`src/rtl/seq_multiplier.sv`:
```
// Shift-add sequential multiplier: WIDTH x WIDTH -> 2*WIDTH in WIDTH+1 cycles behind start/done.
// Define SEQ_MULTIPLIER_SIGNED_EN for two's-complement operands (sign-magnitude around the unsigned core).
module seq_multiplier #(
  parameter int WIDTH = 4
) (
  input  logic               clk,
  input  logic               rst,
  input  logic               start,
  input  logic [WIDTH-1:0]   a,
  input  logic [WIDTH-1:0]   b,
  output logic               busy,
  output logic               done,
  output logic [2*WIDTH-1:0] p
);
  localparam int CW = $clog2(WIDTH) + 1;

  typedef enum logic [1:0] {IDLE, RUN, DONE} state_t;

  state_t             state;
  logic [WIDTH-1:0]   mcand, mplier;
  logic [2*WIDTH-1:0] acc, acc_nxt, result;
  logic [WIDTH:0]     sum;
  logic [CW-1:0]      cnt;
  logic [WIDTH-1:0]   a_mag, b_mag;

`ifdef SEQ_MULTIPLIER_SIGNED_EN
  logic sign;
  // Magnitude stays WIDTH bits unsigned, so the most-negative input maps to 2^(WIDTH-1) exactly.
  assign a_mag  = a[WIDTH-1] ? -a : a;
  assign b_mag  = b[WIDTH-1] ? -b : b;
  assign result = sign ? -acc_nxt : acc_nxt;
`else
  assign a_mag  = a;
  assign b_mag  = b;
  assign result = acc_nxt;
`endif

  // One iteration: conditional add into the upper half with carry kept, then shift right.
  always_comb begin
    sum = {1'b0, acc[2*WIDTH-1:WIDTH]};
    if (mplier[0]) sum = sum + {1'b0, mcand};
    acc_nxt = {sum, acc[WIDTH-1:1]};
  end

  always_ff @(posedge clk) begin
    if (rst) begin
      state  <= IDLE;
      busy   <= 1'b0;
      done   <= 1'b0;
      p      <= '0;
      mcand  <= '0;
      mplier <= '0;
      acc    <= '0;
      cnt    <= '0;
`ifdef SEQ_MULTIPLIER_SIGNED_EN
      sign   <= 1'b0;
`endif
    end else begin
      done <= 1'b0;
      case (state)
        IDLE, DONE: begin
          if (start) begin
            mcand  <= a_mag;
            mplier <= b_mag;
            acc    <= '0;
            cnt    <= '0;
`ifdef SEQ_MULTIPLIER_SIGNED_EN
            sign   <= a[WIDTH-1] ^ b[WIDTH-1];
`endif
            busy   <= 1'b1;
            state  <= RUN;
          end else begin
            state  <= IDLE;
          end
        end
        RUN: begin
          acc    <= acc_nxt;
          mplier <= mplier >> 1;
          cnt    <= cnt + 1'b1;
          // p is loaded from the final iteration's value on the edge into DONE.
          if (cnt == CW'(WIDTH - 1)) begin
            state <= DONE;
            busy  <= 1'b0;
            done  <= 1'b1;
            p     <= result;
          end
        end
        default: state <= IDLE;
      endcase
    end
  end
endmodule

```
`config.mk`:
```
export PLATFORM = sky130hd
export DESIGN_NAME = seq_multiplier
export DESIGN_NICKNAME = d
export VERILOG_FILES = /design/src/rtl/seq_multiplier.sv
export SDC_FILE = /design/constraint.sdc
export NUM_CORES = 1
export LEC_CHECK = 0
export ABC_AREA = 1
export CAP_MARGIN = 20
export CORE_ASPECT_RATIO = 0.7
export CORE_UTILIZATION = 50
export CTS_BUF_LIST = sky130_fd_sc_hd__clkbuf_16
export DETAILED_ROUTE_END_ITERATION = 16
export GPL_TIMING_DRIVEN = 0
export PLACE_DENSITY = 0.75
export SYNTH_ARGS = -nofsm -noshare
export SYNTH_HDL_FRONTEND = slang
export SYNTH_SLANG_ARGS = --single-unit
```
`constraint.sdc`:
```
create_clock -name clk -period 2.89 [get_ports clk]
set_input_delay 0.289 -clock clk [delete_from_list [all_inputs] [get_ports clk]]
set_output_delay 0.289 -clock clk [all_outputs]
set_load 0.02 [all_outputs]
```
==> results.md, run 1 <==
- Comb pwr share: 0.095
- DRC violations left: 0
- Max-Cap Viols: 0
- Largest net degree at the start of global routing: 11
- CTS Sinks: 30
- Final setup fails: 0
- Gr ovfl total: 0
- Area growth syn-to-layout: 28.2%
- Net load switching power: 0.225 mW
- Number of global-route vias before repair: 1111
- Max VDD drop: roughly 0.40 mV
- Routed via count: 1146
- TritonCTS buffer count: 5
- Post-synthesis register bit count: 30
- Die Ht: 44.5 um
- CP max stage delay: 0.39 ns
- Post-layout min period: 1.67 ns
- Post-synth cell types: 24
- Most frequent cells in the layout: nand2_1 (40), dfxtp_1 (30), clkdlybuf4s50_1 (19)
- Row cnt: 14
- Postcts setup bufs: 0
- Clk Latency, worst-skew pair: around 0.27 ns
- Status: complete, no violations
- Mapped Nets: 178
- Fmax: around 600 MHz
- WS Path Type: reg2reg
- Initial core utilization: 0.561
- Post-CTS Resized: 0
- Fillcell total: 194
- Switching Fraction: 0.225
- H-tree Lvls: 2
- N_diodes: 0
- Arr. time, crit path: 1.81 ns
- P_leak: 0.704 nW
- Most common cell after layout, fill and taps aside: nand2_1
- CTS tree: yes
- Setup tns final: 0 ns
- Mapped Area: 1290 um2
- Die X: 62.7 um
- Worst Tran Pin Value: 0.478 ns
- IO Port Bufs: 19
- Clock share of power: 0.467
- First-pass GRT wire length: roughly 4800 um
- Die area: 2790 um2
- CP max stage cell: fa_1
- Post-synthesis average cell area: 8.05 um2
- DRT antenna net count: 0
- Critical path fanouts, max: 3
- WL final: 2860 um
- WL/cell: about 13 um
- Via/cell ratio: 5.26
- Cell-internal power: between 0.7 and 0.8 mW
- RSZ-0062 raised after global routing: false
- Fin. Hold Viols: 0
- R2r startpoint: mcand[0]$_SDFFE_PP0P_
- Fin crit share: 0.579
- Sequential area share after synthesis: 0.466
- Cell count of the worst reg-to-reg path: 7
- Pwr Total: 1.00 mW
- Min-Delay Startpoint: rst
- Crit path required time: 3.03 ns
- # IOs: 21
- Post-DP HPWL: a little under 2000 um
- CP Launch Type: flop
- Clock buffer depth: 2
- Yosys warnings: 0
- Initial antenna violation count: 0
- Reg clk slew, reported paths: 0.05 ns
- Hold Path Depth: 2
- Critical-path cell list: ha_1 > fa_1 > nand2_1 > a21oi_1 > or2_2 > nand3_1 > a21oi_1
- Critical path endpoint category: flop
- Gpl congestion: 0.863
- Power Density: 606 nW/um2
- Worst Setup SP: mcand[0]$_SDFFE_PP0P_
- Std-Cell Core Area: roughly 2300 um2
- Final Max Tran Viols: 0
- Share of total power in sequential cells: 0.438
- Drt first pass iters: 4
- Clock skew: approximately 0.0039 ns
- Nets: 204
- Number of DRC markers in iteration 0: 105
- Tot GR Track Use: 0.228
- CTS hold repair buffers: 0
- Layout cells sized above 1: 0.129
- Most frequent CP cell: a21oi_1
- Root Driver: clkbuf_16
- Worst hold path class: in2reg
- Slew HR: 0.682
- Post-Synthesis Cells: 160
power by group through the flow:
stage / Sequential [mW] / Combinational (mW) / Clock [mW]
finish: 0.438 / 0.0948 / 0.467
global route: 0.440 / 0.104 / 0.492
floorplan: 0.445 / 0.0608 / 0
CTS: 0.439 / 0.0943 / 0.468
global placement: 0.445 / 0.0897 / 0
detailed placement: 0.446 / 0.0927 / 0
kinds of logic after synthesis:
kind of cell / Yosys count / share of synthesized area
AOI/OAI and AO/OA: 27 / 0.121
adders and majority gates: 7 / 0.0739
buffers and inverters: 19 / 0.0661
DFF: 30 / 0.466
muxes: 2 / 0.0175
and+or+nand+nor: 75 / 0.256
through the flow:
| step | utilization | cells | setup slack (ns) | area, um2 | hold slack (ns) |
|---|---|---|---|---|---|
| final | 0.719 | 218 | 1.22 | 1650 | 0.320 |
| after global placement | 0.661 | 211 | 1.27 | 1520 | 0.435 |
| after floorplan | - | 160 | 1.34 | 1290 | 0.419 |
| after global routing | 0.719 | 218 | 1.11 | 1650 | 0.338 |
| after CTS | 0.719 | 218 | 1.23 | 1650 | 0.315 |
| after detailed placement | 0.661 | 211 | 1.22 | 1520 | 0.437 |
critical path: cells and delay by family (launching register included):
family | cells | cell delay, ns
AO/OA/AOI/OAI | 2 | 0.12
adder cells (fa/ha/maj) | 2 | 0.64
flip-flops | 1 | 0.31
AND/OR/NAND/NOR | 3 | 0.47
worst paths after layout:
check / end / slack [ns]
worst min register to register: p[0]$_SDFFE_PP0P_ / 0.45
worst min-delay path: mplier[3]$_SDFFE_PP0P_ / 0.32
worst max register to register: acc[7]$_SDFFE_PP0P_ / 1.22
worst max-delay path: acc[7]$_SDFFE_PP0P_ / 1.22
area by class of cell:
class	count	area [um2]	area share
inverter	12	45.0	0.0273
sequential	30	601	0.364
clock buffer	5	125	0.0758
tap	32	40.0	0.0243
clock inverter	2	7.51	0.00455
multi-input combinational	111	602	0.365
buffer	7	40.0	0.0243
timing repair buffer	19	190	0.115
metal layers:
layer,track usage,share of wire
met5,0,0
met4,0.102,0.011
met3,0.0722,0.060
met2,0.402,0.48
met1,0.260,0.45
synthesized netlist by cell type:
master | instances | area share
a211oi_2 | 1 | 0.0097
a21oi_1 | 12 | 0.047
a31oi_1 | 3 | 0.015
buf_2 | 5 | 0.019
buf_6 | 1 | 0.0087
clkbuf_1 | 1 | 0.0029
clkinv_1 | 1 | 0.0029
dfxtp_1 | 30 | 0.47
fa_1 | 1 | 0.016
ha_1 | 6 | 0.058
inv_1 | 8 | 0.023
inv_2 | 3 | 0.0087
mux2_2 | 2 | 0.017
nand2_1 | 40 | 0.12
nand2_2 | 3 | 0.015
nand3_1 | 16 | 0.062
nor2_1 | 12 | 0.035
nor2_4 | 2 | 0.017
o211a_1 | 1 | 0.0078
o211ai_1 | 1 | 0.0058
o21ai_0 | 7 | 0.027
o21ai_1 | 1 | 0.0039
o22ai_1 | 1 | 0.0049
or2_2 | 2 | 0.0097
sequential cells by signal, summed over array words and instances, names as in the netlist:
signal / count
acc: 7
busy: 1
cnt: 3
done: 1
mcand: 4
mplier: 4
p: 8
state: 2
No activity file was read; power rests on OpenSTA's default activity.
==> inputs of run 2 (changes only) <==
--- a/config.mk
+++ b/config.mk
@@ -8,11 +8,11 @@
 export ABC_AREA = 1
 export CAP_MARGIN = 20
 export CORE_ASPECT_RATIO = 0.7
-export CORE_UTILIZATION = 50
+export CORE_UTILIZATION = 46
 export CTS_BUF_LIST = sky130_fd_sc_hd__clkbuf_16
 export DETAILED_ROUTE_END_ITERATION = 16
 export GPL_TIMING_DRIVEN = 0
-export PLACE_DENSITY = 0.75
+export PLACE_DENSITY = 0.73
 export SYNTH_ARGS = -nofsm -noshare
 export SYNTH_HDL_FRONTEND = slang
 export SYNTH_SLANG_ARGS = --single-unit
==> constraint.sdc (replaced) <==
create_clock -name clk -period 1.4 [get_ports clk]
set_input_delay 0.14 -clock clk [delete_from_list [all_inputs] [get_ports clk]]
set_output_delay 0.14 -clock clk [all_outputs]
set_load 0.02 [all_outputs]
==> run 2 against run 1 <==
  * The run now ends with negative setup slack left
  * Worst setup slack got worse by 1.3 ns
  * Sequential share of layout area is 1.8 points lower
  * Power increased by 110%
  * Register-to-register slack got worse by 1.3 ns
  * Largest cell class unchanged
  * Clock power grew 110%
  * First-iteration DRC count is 65% lower
  * Flip-flop and latch count unchanged
  * Die area increased by 8.3%
  * Highest routed layer unchanged
  * Sequential power grew 110%
==> results.md, run 2 (synthesis gave the netlist of run 1 again) <==
- Status: finished, violations left
- Failing checks: negative setup slack
- Area growth syn-to-layout: 35.8%
- Final setup fails: 6
- Layout cells sized above 1: 0.226
- Critical path endpoint category: flop
- Clock buffer depth: 2
- Most frequent cells in the layout: nand2_1 (37), dfxtp_1 (27), clkdlybuf4s50_1 (19)
- Fillcell total: 206
- Post-DP HPWL: 2130 um
- Post-layout min period: roughly 1.5 ns
- CTS tree: yes
- # IOs: 21
- Die area: about 3000 um2
- Fmax: about 660 MHz
- WL final: ~3200 um
- Placed Cells: 213
- Nets: ~210
- CTS hold repair buffers: 0
- CP Launch Type: flop
- DRC violations left: 0
- Max-Cap Viols: 0
- WL/cell: roughly 14 um
- Biggest regs: p x8, acc x7
- Clock skew: between 0.003 and 0.004 ns
- Pwr Total: 2.11 mW
- Critical path fanouts, max: 2
- Fin crit share: 1.08
- H-tree Lvls: 2
- TritonCTS buffer count: 5
- Hold WS: approximately 0.17 ns
- Arr. time, crit path: 1.71 ns
- Worst Tran Pin Value: 0.471 ns
- Die X: 65.2 um
- Tot GR Track Use: 0.229
- Reg clk slew, reported paths: 0.05 ns
- Row cnt: 15
- IO Port Bufs: 19
- Initial antenna violation count: 0
- Fin. Hold Viols: 0
- WS Path Type: reg2reg
- Final WS setup: -0.109 ns
- Number of DRC markers in iteration 0: 37
- Via/cell ratio: between 5 and 6
- Area after DPL: 1550 um2
- Root Driver: clkbuf_16
- First-pass GRT wire length: about 4900 um
- Crit path required time: 1.60 ns
- Routed via count: 1160
- Non-filler cells, final: roughly 220
- Max VDD drop: 1.24 mV
- Most common cell after layout, fill and taps aside: nand2_1
- Worst hold path class: in2reg
- Gr ovfl total: 0
- Std-Cell Core Area: 2550 um2
- RSZ-0062 raised after global routing: true
- Clk Latency, worst-skew pair: 0.27 ns
- Drt first pass iters: 5
- CTS Sinks: 30
- Place WS: -0.149 ns
- Largest register FFs: 8
- Power Density: approximately 1200 nW/um2
- Final Max Tran Viols: 0
- Gpl congestion: 0.790
- DRT antenna net count: 0
- Fin area: 1750 um2
- Largest net degree at the start of global routing: 11
- N_diodes: 0
- Slew HR: 0.686
- P_leak: 0.716 nW
- Initial core utilization: 0.504
- Number of global-route vias before repair: 1102
- Setup tns final: -0.449 ns
- Largest register by flop count: p
- Die Ht: 46.3 um
- Final core utilization: 0.685
## run 2: changes by cell type in the layout (fill, tap and decap cells not counted), moves of 2 or more
cell / before / now
ha_1: 6 / 4
o21ai_2: 0 / 2
buf_4: 0 / 3
nand3_2: 0 / 4
nand2_1: 40 / 37
nand2_2: 3 / 6
nand3_1: 16 / 12
o21ai_0: 7 / 5
inv_1: 10 / 8
dfxtp_2: 0 / 3
clkinv_1: 1 / 4
dfxtp_1: 30 / 27
## run 2: cell type report
cell class / instances / area (um2) / area share
clock inverter: 3 / 11.3 / 0.00644
multi-input combinational: 111 / 664 / 0.380
clock buffer: 5 / 125 / 0.0716
inverter: 12 / 45.0 / 0.0258
timing repair buffer: 22 / 213 / 0.122
tap: 34 / 42.5 / 0.0243
sequential: 30 / 604 / 0.346
buffer: 7 / 42.5 / 0.0243
## run 2: timing repair
item	CTS	global route
setup endpoints to repair	6	9
buffers inserted	2	1
resized for setup	6	8
endpoints found under the hold margin	0	0
pin swaps	1	3
## run 2: report_power, final
group          switching [mW]  internal [mW]
sequential             0.0207          0.886
clock                   0.348          0.637
combinational           0.127         0.0884
total                   0.496           1.61
## run 2: worst max-delay path: stages, from the launching register on
cell	delay, ns
dfxtp_2	0.33
ha_4	0.16
fa_2	0.37
nand2_2	0.09
inv_1	0.05
o21ai_2	0.17
o211ai_1	0.12
a21oi_1	0.13
## run 2: metal layers
layer | part of all wire | GRT usage | vias to the layer above
met5 | 0 | 0 | -
met4 | 0.015 | 0.100 | 0
met3 | 0.038 | 0.0693 | 6
met2 | 0.49 | 0.369 | 28
met1 | 0.45 | 0.287 | 544
li1 | - | - | 582
## run 2: path summary, 6_finish.rpt
path / startpoint / slack (ns) / to / depth (start not counted)
worst max-delay path: mcand[0]$_SDFFE_PP0P_ / -0.11 / acc[5]$_SDFFE_PP0P_ / 7
worst min-delay path: rst / 0.17 / mplier[3]$_SDFFE_PP0P_ / 2
worst min register to register: acc[1]$_SDFFE_PP0P_ / 0.45 / p[0]$_SDFFE_PP0P_ / 2
worst max register to register: mcand[0]$_SDFFE_PP0P_ / -0.11 / acc[5]$_SDFFE_PP0P_ / 7
